`src/rtl/reg_file_wb.sv`:
```
// Two-read, one-write register file with same-cycle write bypass and a sticky
// signed-overflow trap status that suppresses the trapped writeback.
module reg_file_wb #(
  parameter int DATA_W = 32,
  parameter int ADDR_W = 5
) (
  input  logic              clk,
  input  logic              reset,
  input  logic [ADDR_W-1:0] rs_addr,
  input  logic [ADDR_W-1:0] rt_addr,
  output logic [DATA_W-1:0] rd_data1,
  output logic [DATA_W-1:0] rd_data2,
  input  logic              wr_en,
  input  logic [ADDR_W-1:0] wr_addr,
  input  logic [DATA_W-1:0] wr_data,
  input  logic              ovf_in,
  input  logic              ovf_check,
  input  logic              ovf_clr,
  output logic              ovf_flag,
  output logic [ADDR_W-1:0] ovf_reg
);

  localparam int NREGS = 1 << ADDR_W;

  typedef enum logic {
    CLEAN   = 1'b0,
    TRAPPED = 1'b1
  } ovf_state_e;

  logic [DATA_W-1:0] regs_q [NREGS];
  logic [DATA_W-1:0] regs_d [NREGS];
  ovf_state_e        state_q, state_d;
  logic [ADDR_W-1:0] ovf_reg_q, ovf_reg_d;

  logic trap;
  logic commit;
  logic fwd;

  assign trap   = wr_en & ovf_check & ovf_in;
  assign commit = wr_en & (wr_addr != '0) & ~(ovf_check & ovf_in);
  // Reset discards the in-flight write, so it must not be forwarded either.
  assign fwd    = commit & ~reset;

  // NOTE: every variable driven in always_comb gets a default first; without it a path that skips the assignment infers a latch.
  always_comb begin
    regs_d = regs_q;
    if (commit) begin
      regs_d[wr_addr] = wr_data;
    end
  end

  always_comb begin
    state_d   = state_q;
    ovf_reg_d = ovf_reg_q;
    if (trap) begin
      state_d = TRAPPED;
      // First-error capture; a coincident clear re-arms capture for this trap.
      if (state_q == CLEAN || ovf_clr) begin
        ovf_reg_d = wr_addr;
      end
    end else if (ovf_clr) begin
      state_d = CLEAN;
    end
  end

  // NOTE: sequential state uses non-blocking assignments so all flops see pre-edge values regardless of statement order.
  always_ff @(posedge clk) begin
    if (reset) begin
      // NOTE: the register array is reset explicitly because reads must return 0 for every address after reset, not just r0.
      for (int i = 0; i < NREGS; i++) begin
        regs_q[i] <= '0;
      end
      state_q   <= CLEAN;
      ovf_reg_q <= '0;
    end else begin
      regs_q    <= regs_d;
      state_q   <= state_d;
      ovf_reg_q <= ovf_reg_d;
    end
  end

  always_comb begin
    rd_data1 = '0;
    rd_data2 = '0;
    if (rs_addr != '0) begin
      rd_data1 = (fwd && (wr_addr == rs_addr)) ? wr_data : regs_q[rs_addr];
    end
    if (rt_addr != '0) begin
      rd_data2 = (fwd && (wr_addr == rt_addr)) ? wr_data : regs_q[rt_addr];
    end
  end

  assign ovf_flag = (state_q == TRAPPED);
  assign ovf_reg  = ovf_reg_q;

endmodule
```
`config.mk`:
```
export PLATFORM = sky130hd
export DESIGN_NAME = reg_file_wb
export DESIGN_NICKNAME = d
export VERILOG_FILES = /design/src/rtl/reg_file_wb.sv
export SDC_FILE = /design/constraint.sdc
export NUM_CORES = 2
export LEC_CHECK = 0
export BUFFER_PORTS_ARGS = -buffer_cell sky130_fd_sc_hd__buf_4
export CORE_MARGIN = 3
export CORE_UTILIZATION = 30
export DETAILED_ROUTE_END_ITERATION = 10
export PLACE_DENSITY_LB_ADDON = 0.15
export RECOVER_POWER = 100
export SYNTH_ARGS = -nofsm -noshare
export SYNTH_HDL_FRONTEND = slang
export SYNTH_SLANG_ARGS = --single-unit
export TNS_END_PERCENT = 100
```
`constraint.sdc`:
```
create_clock -name clk -period 2.15 [get_ports clk]
set_input_delay 0.215 -clock clk [delete_from_list [all_inputs] [get_ports clk]]
set_output_delay 0.215 -clock clk [all_outputs]
set_load 0.02 [all_outputs]
```
==> impl_metrics.yaml <==
power_and_ir_drop:
  p_leak_nw: 22.9
  power_mw: 45.8
  netSwitchingPower_mw: 12.6
  pwr-share-comb_pct: 13.1
  swShare_pct: 27.5
  cell_internal_pwr_mw: 33.2
  p_clk_share_pct: 44.8
  seq_power_share_pct: 42.1
  cellPowerDensity_nw_per_um2: 676
  vdd_ir_drop_max_uv: 586
cts:
  clock-sinks: 1030
  clk_latency_ns: 0.72
  root_buffer: "clkbuf_16"
  cts_max_level: 3
  cts_tree: "done"
  clkTransAtPathRegs_ns: 0.06
  clockBufferDepth: 3
  cts_inserted_buffers: 119
routing:
  route.vias.total: 48800
  avgRoutedWirePerCell_um: 26.9
  drtAntennaViolNets: 0
  drt_iter0_markers: 4860
  drt-vias-per-instance: 5.51
  drc_errors: 0
  first_pass_iters: 5
  drt-total-wl_um: 238000
die:
  dieArea_um2: 182000
  die_h_um: 427
  core_um2: 175000
  placementRows: 153
  die_x_um: 427
  initial_utilization_pct: 30.4
  boundaryPins: 123
logic_synthesis:
  ys_types: 54
  synthesis.nets: 6266
  ys_ff_latch: 1030
  synth.cell_area_um2: 53200
  synth.most_common_cell: "nand2_1"
  async_flop_share_pct: 0
  synth_flop_cell: "dfxtp_1"
  yosysSeqAreaShare_pct: 38.8
  synthCells: 6213
  synth-edff-count: 0
  synthTopCellsByArea: "dfxtp_1 39%, mux4_2 16%, nand2_1 14%, a21oi_1 10%, mux2_2 4.0%"
  yosysWarnings: 0
  synth_top_cell_by_area: "dfxtp_1"
  syn_area_per_cell_um2: 8.56
  yosysTopAreaCellShare_pct: 38.8
  synthTopCellsByCount: "2015 x nand2_1, 1059 x a21oi_1, 1030 x dfxtp_1"
worst_hold_path:
  hp-class: "in2reg"
cells_and_area:
  num-nets-final: 6473
  largest_register_ffs: 1024
  drive_gt1_share_pct: 32.3
  post-route-util_pct: 38.7
  final_area_um2: 67700
  syn2layout_area_growth_pct: 27.3
  stdcell_count: 8853
timing:
  whs_ns: 0.0794
  rsz0062_at_grt: "true"
  period_needed_ns: 2.94
  final.setup.worst_slack_ns: -0.791
  skew_ns: 0.00551
  tns_ns: -40.23
  final-max-slew-violation-count: 83
  finalCritPeriodShare_pct: 137
  worstMarginPinSlew_ns: 1.56
  max_freq_ghz: 0.340
  hold_viol_final: 0
  finalSetupViolCount: 184
  maxSlewHeadroom_pct: -3.69
placed_design:
  place_area_um2: 61100
  place_ws_ns: -1.64
  numPortBuffers: 122
  place.gp.congestion: 0.901
  dp_hpwl_um: 154000
  place_inst: 8643
global_routing:
  grt_pass1_wl_um: 343000
  grt_max_degree: 172
  grt_usage_pct: 25.4
  antenna_found_initial: 13
  grt_pass1_vias: 47000
  overflow: 0
setup_path:
  end_kind: "primary output"
  worstSetupPathType: "reg2out"
  critPathRequiredTime_ns: 1.93
  crit_arrival_ns: 2.73
  crit_fanout: 3
  start_kind: "flop"
run_status:
  outcome: "finished with violations"
  violations: "max-slew violations, negative setup slack"
job:
  max-cap-violations: 0
-- final cells by class --
class,instances,area [µm²]
fill,17400,107000
multi-input combinational,4510,32400
sequential,1030,20900
timing repair buffer,754,7590
clock buffer,187,3610
tap,2325,2910
clock inverter,32,268
antenna,10,25.0
inverter,5,18.8
-- repair_timing --
item                                    4_1_cts  5_1_grt
hold endpoints to repair                    365        0
pin swaps                                   185       55
gates cloned                                  1        3
resized for setup                           584      200
endpoints found under the setup margin       64       64
setup buffers                                22        5
hold buffers                                 22        0
-- worst max-delay path, cell delays in order (launching register included) --
cell	delay, ns
dfxtp_2	0.36
mux2_4	0.17
o22ai_4	0.07
nor4_4	0.47
buf_4	0.21
a21oi_4	0.05
a21oi_4	0.38
buf_6	0.15
buf_6	0.10
-- cells in the final DEF (no fill, tap or decap), drive strengths merged, types with 128 or more instances in the layout --
master  count
nand2    2015
a21oi    1059
dfxtp    1030
buf       674
mux4      385
clkbuf    244
nor2      195
mux2      190
nor3      133
o22ai     128
-- cells by family after synthesis --
group,Yosys count,share of synthesized area (%)
buffers and inverters,673,5.71
AO/OA/AOI/OAI,1355,14.0
XOR/XNOR,10,0.165
AND/OR/NAND/NOR,2473,19.2
flip-flops,1030,38.8
multiplexers,672,22.1
-- per-layer routing --
| layer | global-route usage [%] | up-vias | part of all wire [%] |
|---|---|---|---|
| met2 | 41.5 | 1837 | 47 |
| met1 | 33.1 | 24500 | 41 |
| li1 | - | 22000 | - |
| met3 | 3.24 | 450 | 6.2 |
| met4 | 12.8 | 0 | 5.7 |
| met5 | 0 | - | 0 |
-- power groups by stage --
| stage | Clock, mW | Sequential, mW | Combinational, mW |
|---|---|---|---|
| after CTS | 20.8 | 19.3 | 5.86 |
| final | 20.5 | 19.3 | 6.01 |
| after global placement | 0 | 19.7 | 5.33 |
| after global routing | 21.6 | 19.3 | 6.21 |
| after detailed placement | 0 | 19.7 | 5.33 |
| after floorplan | 0 | 19.7 | 2.68 |
-- final timing paths --
| path | start | to | slack, ns | depth (start not counted) |
|---|---|---|---|---|
| max | regs_q[555]$_SDFFE_PP0P_ | rd_data1[11] | -0.79 | 8 |
| min | wr_data[9] | regs_q[937]$_SDFFE_PP0P_ | 0.08 | 4 |
| max reg2reg | ovf_flag$_SDFFE_PP0P_ | ovf_reg[2]$_SDFFE_PP0P_ | 0.80 | 4 |
| min reg2reg | regs_q[686]$_SDFFE_PP0P_ | regs_q[686]$_SDFFE_PP0P_ | 0.46 | 2 |
Note: power is estimated with default switching activity, not from simulation.
